**src/rtl/seq_mul_pkg.sv**
```systemverilog
// Shared definitions for the sequential shift-and-add multiplier.
//   state_t    : control FSM states
//   DEF_WIDTH  : default operand width
//   cnt_width  : bits needed to count WIDTH steps down to zero
package seq_mul_pkg;
    localparam int DEF_WIDTH = 8;

    typedef enum logic [1:0] {
        IDLE,
        BUSY,
        DONE
    } state_t;

    function automatic int cnt_width(input int w);
        return $clog2(w + 1);
    endfunction
endpackage

```
**src/rtl/seq_mul_if.sv**
```systemverilog
// Operand/product bus of the sequential multiplier.
//   write : load strobe (captures mul/b, arms a multiplication)
//   mul   : multiplicand, b : multiplier (both unsigned, WIDTH bits)
//   prod  : registered 2*WIDTH-bit product
// master = stimulus side, slave = multiplier side.
interface seq_mul_if
    import seq_mul_pkg::*;
#(
    parameter int WIDTH = DEF_WIDTH
);
    logic                   write;
    logic [WIDTH-1:0]       mul;
    logic [WIDTH-1:0]       b;
    logic [2*WIDTH-1:0]     prod;

    modport master (output write, output mul, output b, input prod);
    modport slave  (input write, input mul, input b, output prod);
endinterface

```
**src/rtl/seq_mul_datapath.sv**
```systemverilog
// M/A/Q registers with the WIDTH+1-bit conditional adder and right shifter.
//   clk, reset : clock, synchronous active-low reset
//   load       : capture mul/b, clear accumulator
//   step       : one add-and-shift partial-product step
//   mul, b     : operands
//   res        : {A',Q} after the step (low 2*WIDTH bits), i.e. the
//                product once the final step has been taken
module seq_mul_datapath
    import seq_mul_pkg::*;
#(
    parameter int WIDTH = DEF_WIDTH
) (
    input  logic                 clk,
    input  logic                 reset,
    input  logic                 load,
    input  logic                 step,
    input  logic [WIDTH-1:0]     mul,
    input  logic [WIDTH-1:0]     b,
    output logic [2*WIDTH-1:0]   res
);
    logic [WIDTH-1:0] m_q;
    logic [WIDTH-1:0] q_q;
    logic [WIDTH:0]   a_q;
    logic [WIDTH:0]   a_sum;

    // Extra accumulator bit keeps the carry of the add before the shift.
    assign a_sum = a_q + (q_q[0] ? {1'b0, m_q} : '0);
    // Q[0] has been consumed, so it drops out of the shifted result.
    assign res   = {a_sum, q_q[WIDTH-1:1]};

    always_ff @(posedge clk) begin
        if (!reset) begin
            m_q <= '0;
            q_q <= '0;
            a_q <= '0;
        end else if (load) begin
            m_q <= mul;
            q_q <= b;
            a_q <= '0;
        end else if (step) begin
            a_q <= {1'b0, a_sum[WIDTH:1]};
            q_q <= {a_sum[0], q_q[WIDTH-1:1]};
        end
    end
endmodule

```
**src/rtl/seq_multiplier.sv**
```systemverilog
// Unsigned sequential shift-and-add multiplier, one step per clock.
//   clk   : rising-edge clock
//   reset : synchronous active-low reset (wins over write)
//   bus   : seq_mul_if slave; prod is valid WIDTH cycles after the last
//           write edge and reads 0 until then, then holds.
module seq_multiplier
    import seq_mul_pkg::*;
#(
    parameter int WIDTH = DEF_WIDTH
) (
    input  logic         clk,
    input  logic         reset,
    seq_mul_if.slave     bus
);
    localparam int CW = cnt_width(WIDTH);

    state_t               state, state_n;
    logic [CW-1:0]        cnt, cnt_n;
    logic [2*WIDTH-1:0]   prod_q, prod_n;
    logic [2*WIDTH-1:0]   res;
    logic                 load, step;

    seq_mul_datapath #(.WIDTH(WIDTH)) u_dp (
        .clk   (clk),
        .reset (reset),
        .load  (load),
        .step  (step),
        .mul   (bus.mul),
        .b     (bus.b),
        .res   (res)
    );

    // Write restarts from any state, including mid-operation aborts.
    always_comb begin
        state_n = state;
        cnt_n   = cnt;
        prod_n  = prod_q;
        load    = 1'b0;
        step    = 1'b0;
        if (bus.write) begin
            load    = 1'b1;
            state_n = BUSY;
            cnt_n   = CW'(WIDTH);
            prod_n  = '0;
        end else if (state == BUSY) begin
            step  = 1'b1;
            cnt_n = cnt - CW'(1);
            if (cnt == CW'(1)) begin
                prod_n  = res;
                state_n = DONE;
            end
        end
    end

    always_ff @(posedge clk) begin
        if (!reset) begin
            state  <= IDLE;
            cnt    <= '0;
            prod_q <= '0;
        end else begin
            state  <= state_n;
            cnt    <= cnt_n;
            prod_q <= prod_n;
        end
    end

    assign bus.prod = prod_q;
endmodule

```
**src/flat_wrapper.sv**
```systemverilog
// flat-port wrapper written by rule: the top's interface ports become plain ports
module seq_multiplier_flat import seq_mul_pkg::*;
#(
    parameter int WIDTH = DEF_WIDTH
)
  (clk, reset, bus_write, bus_mul, bus_b, bus_prod);
  seq_mul_if #(.WIDTH(WIDTH)) bus_i ();
  input  logic clk;
  input  logic reset;
  input wire logic [$bits(bus_i.write)-1:0] bus_write;
  input wire logic [$bits(bus_i.mul)-1:0] bus_mul;
  input wire logic [$bits(bus_i.b)-1:0] bus_b;
  output wire logic [$bits(bus_i.prod)-1:0] bus_prod;
  assign bus_i.write = bus_write;
  assign bus_i.mul = bus_mul;
  assign bus_i.b = bus_b;
  assign bus_prod = bus_i.prod;
  seq_multiplier #(.WIDTH(WIDTH)) u_core (.clk(clk), .reset(reset), .bus(bus_i));
endmodule
```
**config.mk**
```make
export PLATFORM = sky130hd
export DESIGN_NAME = seq_multiplier_flat
export DESIGN_NICKNAME = d
export VERILOG_FILES = /design/src/rtl/seq_mul_pkg.sv /design/src/rtl/seq_mul_if.sv /design/src/rtl/seq_mul_datapath.sv /design/src/rtl/seq_multiplier.sv /design/src/flat_wrapper.sv
export SDC_FILE = /design/constraint.sdc
export NUM_CORES = 1
export LEC_CHECK = 0
export CAP_MARGIN = 20
export CORE_MARGIN = 2
export CORE_UTILIZATION = 43
export CTS_CLUSTER_DIAMETER = 60
export DETAILED_ROUTE_END_ITERATION = 10
export MAX_ROUTING_LAYER = met4
export PLACE_DENSITY = 0.66
export SLEW_MARGIN = 40
export SYNTH_ARGS = -nofsm -noshare
export SYNTH_HDL_FRONTEND = slang
export SYNTH_SLANG_ARGS = --single-unit
export TNS_END_PERCENT = 5
```
**constraint.sdc**
```tcl
create_clock -name clk -period 5.2 [get_ports clk]
set_clock_uncertainty 0.2 [all_clocks]
set_input_delay 1.56 -clock clk [delete_from_list [all_inputs] [get_ports clk]]
set_output_delay 1.56 -clock clk [all_outputs]
set_load 0.005 [all_outputs]
```
Word-level counts from Yosys, hierarchy flattened
Cells that the tools add are included.

word-level totals
  memory bits (writable) = 0
  memories = 0
  latch bits = 0
  bits of input ports = 19
  word-level logic and storage cells = 31
  ROM bits = 0
  flip-flop bits (word level) = 46

cells by class
  $mul = 0
  $add $sub $neg = 2
  equal/unequal tests = 2
  muxes and demuxes = 11
  order comparisons = 0
  shift-type cells = 0
  bitwise logic cells = 1
  div/mod/pow operators = 0
  reduce and logical (&&, ||, !) cells = 7

operators by type and width
  cell                                                                count
  8-bit two-way mux                                                   3
  8-bit by 9-bit adder with 9-bit output                              1
  4-bit two-way mux                                                   2
  1-bit two-way mux                                                   6
  2-bit nonzero test                                                  3
  4-bit by 1-bit == test with 1-bit output, second input constant     1
  2-bit AND reduction                                                 2
  2-bit OR reduction                                                  2
  4-bit by 1-bit subtractor with 4-bit output, second input constant  1
  2-bit by 1-bit == test with 1-bit output, second input constant     1
  1-bit NOT                                                           1

Logic depth before layout (Yosys ltp)
  depth after elaboration = 5
  gate-level depth with buffers = 8

Modules after synthesis
Synthesis repeated with hierarchy kept, for this count alone.

second synthesis, totals
  cells, all modules = 279
  area total of the unflattened synthesis = 2429.8 µm²

by module, submodules not included
  module            instances  area an instance (µm²)  cells each  sequential area each (µm²)
  seq_mul_datapath  1          1531.5                  175         480.5
  seq_multiplier    1          898.4                   104         440.4

Worst setup path after synthesis
OpenSTA, ideal clock, no wires.

  path kind = input to register
  start = input port bus_write
  end = register u_core.prod_q[12] (netlist: u_core.bus.prod[12])
  required time = 4937 ps
  stages on the path = 6
  setup slack = 2328 ps
  data arrival time = 2609 ps
  path buffers = 2
  setup time = 63 ps
  cells stage by stage = buf_2 > nor2b_1 > clkbuf_1 > nand2_1 > or4_1 > nand3_1

between the ends
  cells in the longest elaborated chain, start to end = 1

RTL lines
  what                                 RTL line              text
  from (decl)                          flat_wrapper.sv:10    input wire logic [$bits(bus_i.write)-1:0] bus_write;
  2-bit OR reduction (no source line)  n/a
  to (signal assigned)                 seq_multiplier.sv:63  prod_q <= prod_n;
  to (decl)                            seq_multiplier.sv:19  logic [2*WIDTH-1:0] prod_q, prod_n;

Every way passes these cells.
A chain may end at the register's enable or synchronous reset.

Worst setup path after layout
  start = input port reset
  end = register u_core.prod_q[13] (netlist: u_core.bus.prod[13])

between the ends
  cells in the longest elaborated chain, start to end = 2

RTL lines
  what                                 RTL line           text
  from (decl)                          flat_wrapper.sv:9  input logic reset;
  1-bit NOT (no source line)           n/a
  2-bit OR reduction (no source line)  n/a

Every way passes these cells.

==> out/results.txt <==
Global placer's final weighted congestion -> 0.8205
Cell variety after synth -> 37
Post-synthesis mux area share -> 7.636%
Register Area -> 920.9 µm²
Setup crit end kind -> flop
Adder-cell area share of the yosys netlist -> 6.513%
Min cycle time layout -> 3.580 ns
Clk_lat worst skew -> 0.30 ns
Status -> finished, final reports clean
Final HPWL DP -> 3.359 mm
Fillers -> 499
Full die area -> 5774 µm²
Chip width -> 75.99 µm
Diodes inserted -> 0
Syn_area_per_cell -> 8.571 µm²
Setup repair bufs after CTS -> 0
Drt initial violations -> 55
Leakage -> 1.036 nW
Via count -> 1849
Synth warn -> 0
Drt drc -> 0
Top post-synthesis cells by area -> dfxtp_1 (41%), mux2i_1 (7.6%), nand2_1 (6.7%), ha_1 (5.6%), a21oi_1 (5.2%)
Simple-gate share of the synthesized area -> 24.37%
Post-synthesis xor/xnor area fraction -> 1.965%
I/O Buffers -> 34
Worst-margin pin slew -> 0.6741 ns
Normalized max-slew margin -> 55.06%
Sw frac -> 24.12%
H-Tree Depth -> 2
Tot Pwr -> 0.6632 mW
Largest area contributor in the synthesized netlist -> dfxtp_1
CP Launch Type -> primary input
Peak Freq -> 0.2793 GHz
Min setup slack post-route -> 1.620 ns
FF+latch count, synth -> 46
Placement row count -> 26
Place WS -> 1.297 ns
First-pass GRT wire length -> 8.100 mm
Slowest CP cell -> clkdlybuf4s50_1
Antenna-violating nets left -> 0
Area of the multi-input gates -> 1215 µm²
Setup CP Type -> in -> reg
Final Hold Violating Endpoints -> 0
Total CTS buffers -> 5
Final setup fails -> 0
Final Net Count -> 319
CTS tree -> done
I/O pins -> 35
Initial DRT Pass Iterations -> 4
Sequential-to-total area share from yosys stat -> 41.33%
Routed length per placed instance -> 12.97 µm
GRT Residual Overflow -> 0
Compound-gate portion of the synthesized area -> 13.81%
Buffer levels on the longest clock path -> 2
CP top delay family -> buffers and inverters
Comb pwr share -> 10.0%
CTS clock-pin slew for the worst setup and hold paths -> 0.08 ns
Largest net degree at the start of global routing -> 29
Worst Path Max Fanout -> 20
Post-CTS Hold Fix Bufs -> 0
Sum Neg Setup Slack -> 0 ns
Chip height -> 75.99 µm
Int Power -> 0.5032 mW
VDD IR max -> 0.1121 mV
Initial antenna violation count -> 0
Crit share post-route -> 68.84%
WP data arrival -> 3.63 ns
Vias per cell -> 5.136
Clock sink count -> 46
Area grow syn2layout -> 21.50%
Sequential share of power -> 55.9%
Hold Path Class -> reg -> reg
Area share of the largest cell type after synthesis -> 41.33%
Gate Count Post-Synth -> 260
Largest family of logic cells by synthesized area -> simple AND/OR/NAND/NOR gates
Pwr/cell area -> 244.9 nW/µm²
Clock share of power -> 34.1%
Area of the core -> 5042 µm²
CP max stage delay -> 0.85 ns
CP required -> 5.25 ns
Cell Chain, Critical Path -> clkdlybuf4s50_1 -> nor2b_1 -> nand2_1 -> a2111oi_0 -> a211o_1
Routed WL -> 4.668 mm
Crit path buf inv count -> 1
Gr usage total -> 17.87%
Syn Nets -> 290
Fraction of layout cells with a size suffix above 1 -> 5.172%
Cell area after synthesis -> 2228 µm²
Vias in the first global route -> 1709
Max-slew violations -> 0
Post-CTS sizing -> 0
Starting Density -> 44.19%
Max-Cap Viols -> 0
RSZ-0062 raised after global routing -> false
Root Driver -> clkbuf_8
Switching pwr -> 0.1600 mW
==> synth_stat cells <==
cell type  count
nand2b_4       1
or3_1          3
o211ai_1       3
or3_4          1
buf_1          2
ha_1          10
a211o_1        1
a2111oi_0      1
and3_1         3
dfxtp_1       46
nand2_1       40
buf_4          1
and2_1        16
fa_1           1
xnor2_1        3
inv_1          5
nand2b_1       2
a22oi_1        1
buf_2          6
nor2b_1       11
xor2_1         2
clkbuf_1       6
o31ai_1        2
or4_1          2
o21bai_1       1
nor3_1         5
nand3_1       11
a21oi_1       23
nor4_1         2
nor2_1        11
o21ai_0       12
buf_6          1
o21a_1         1
a21o_1         1
a211oi_1       5
a221o_1        1
mux2i_1       17
==> per-layer routing <==
layer	wire length, µm	vias up	track usage, %
li1	-	951	-
met1	2307	846	23.93
met2	2075	46	26.34
met3	218	6	4.028
met4	67	0	7.091
met5	0	-	-
==> tightest hold or removal path, stage by stage, from the launching register on <==
cell and delay, ns:
dfxtp_1 0.32, nand2_1 0.05, a21oi_1 0.05
==> area by class of cell <==
class	count	share of cell area, %
flip-flops and latches	46	34.01
well taps	70	3.235
clock inverters	2	0.4621
clock buffers	6	3.050
multi-input cells	193	44.87
inverters	5	0.6932
repair buffers	38	13.68
==> stage by stage <==
step                      cell area, µm²  hold slack (ns)  std cells  util, %
final                               2708           0.2540        360    53.70
after detailed placement            2613           0.2470        352    51.81
after global placement              2608           0.2449        352    51.71
after CTS                           2708           0.2595        360    53.70
after global routing                2708           0.2837        360    53.70
after floorplan                     2228           0.2318        260        -
==> path summary, 6_finish.rpt <==
check	to	cells after the start	from	slack, ns
min reg2reg	u_core.bus.prod[4]	2	u_core.bus.prod[4]	0.25
max	u_core.bus.prod[13]	5	reset	1.62
min	u_core.bus.prod[4]	2	u_core.bus.prod[4]	0.25
max reg2reg	u_core.bus.prod[13]	7	u_core.u_dp.q_q[0]	2.66
==> registers in the layout (all words and copies together) (netlist names) <==
signal	flops
u_core.state	2
u_core.u_dp.q_q	8
u_core.u_dp.a_q	8
u_core.cnt	4
u_core.bus.prod	16
u_core.u_dp.m_q	8
==> cell families (layout without fill, tap and decap cells) <==
| logic type | after synthesis | count (layout) |
|---|---|---|
| fa+ha+maj | 11 | 11 |
| xor+xnor | 5 | 5 |
| flops | 46 | 46 |
| buf+inv | 21 | 51 |
| compound gates | 52 | 52 |
| simple gates | 108 | 108 |
| mux | 17 | 17 |
==> placed cells by master, fill, tap and decap left out, types with 2 or more instances in the layout <==
cell type	netlist	routed
nor4_1	2	2
and3_1	3	3
or4_1	2	2
nor2b_1	11	11
a21oi_1	23	23
nand2_1	40	40
dfxtp_1	46	46
nand3_1	11	11
o31ai_1	2	2
xor2_1	2	2
ha_1	10	10
o21ai_0	12	12
or3_1	3	3
nor3_1	5	4
inv_1	5	5
nand2b_1	2	2
xnor2_1	3	3
clkdlybuf4s50_1	0	34
mux2i_1	17	17
and2_1	16	16
o211ai_1	3	3
nor2_1	11	11
buf_4	1	4
a211oi_1	5	5
clkbuf_8	0	6
==> power by group through the flow <==
stage | registers, mW | logic (mW) | clock network [mW]
2_1_floorplan | 0.376 | 0.0446 | 0
3_3_place_gp | 0.378 | 0.0658 | 0
3_5_place_dp | 0.379 | 0.0668 | 0
4_1_cts | 0.371 | 0.0671 | 0.235
5_1_grt | 0.372 | 0.0736 | 0.252
6_report | 0.371 | 0.0664 | 0.226
Note: power is estimated with default switching activity, not from simulation.
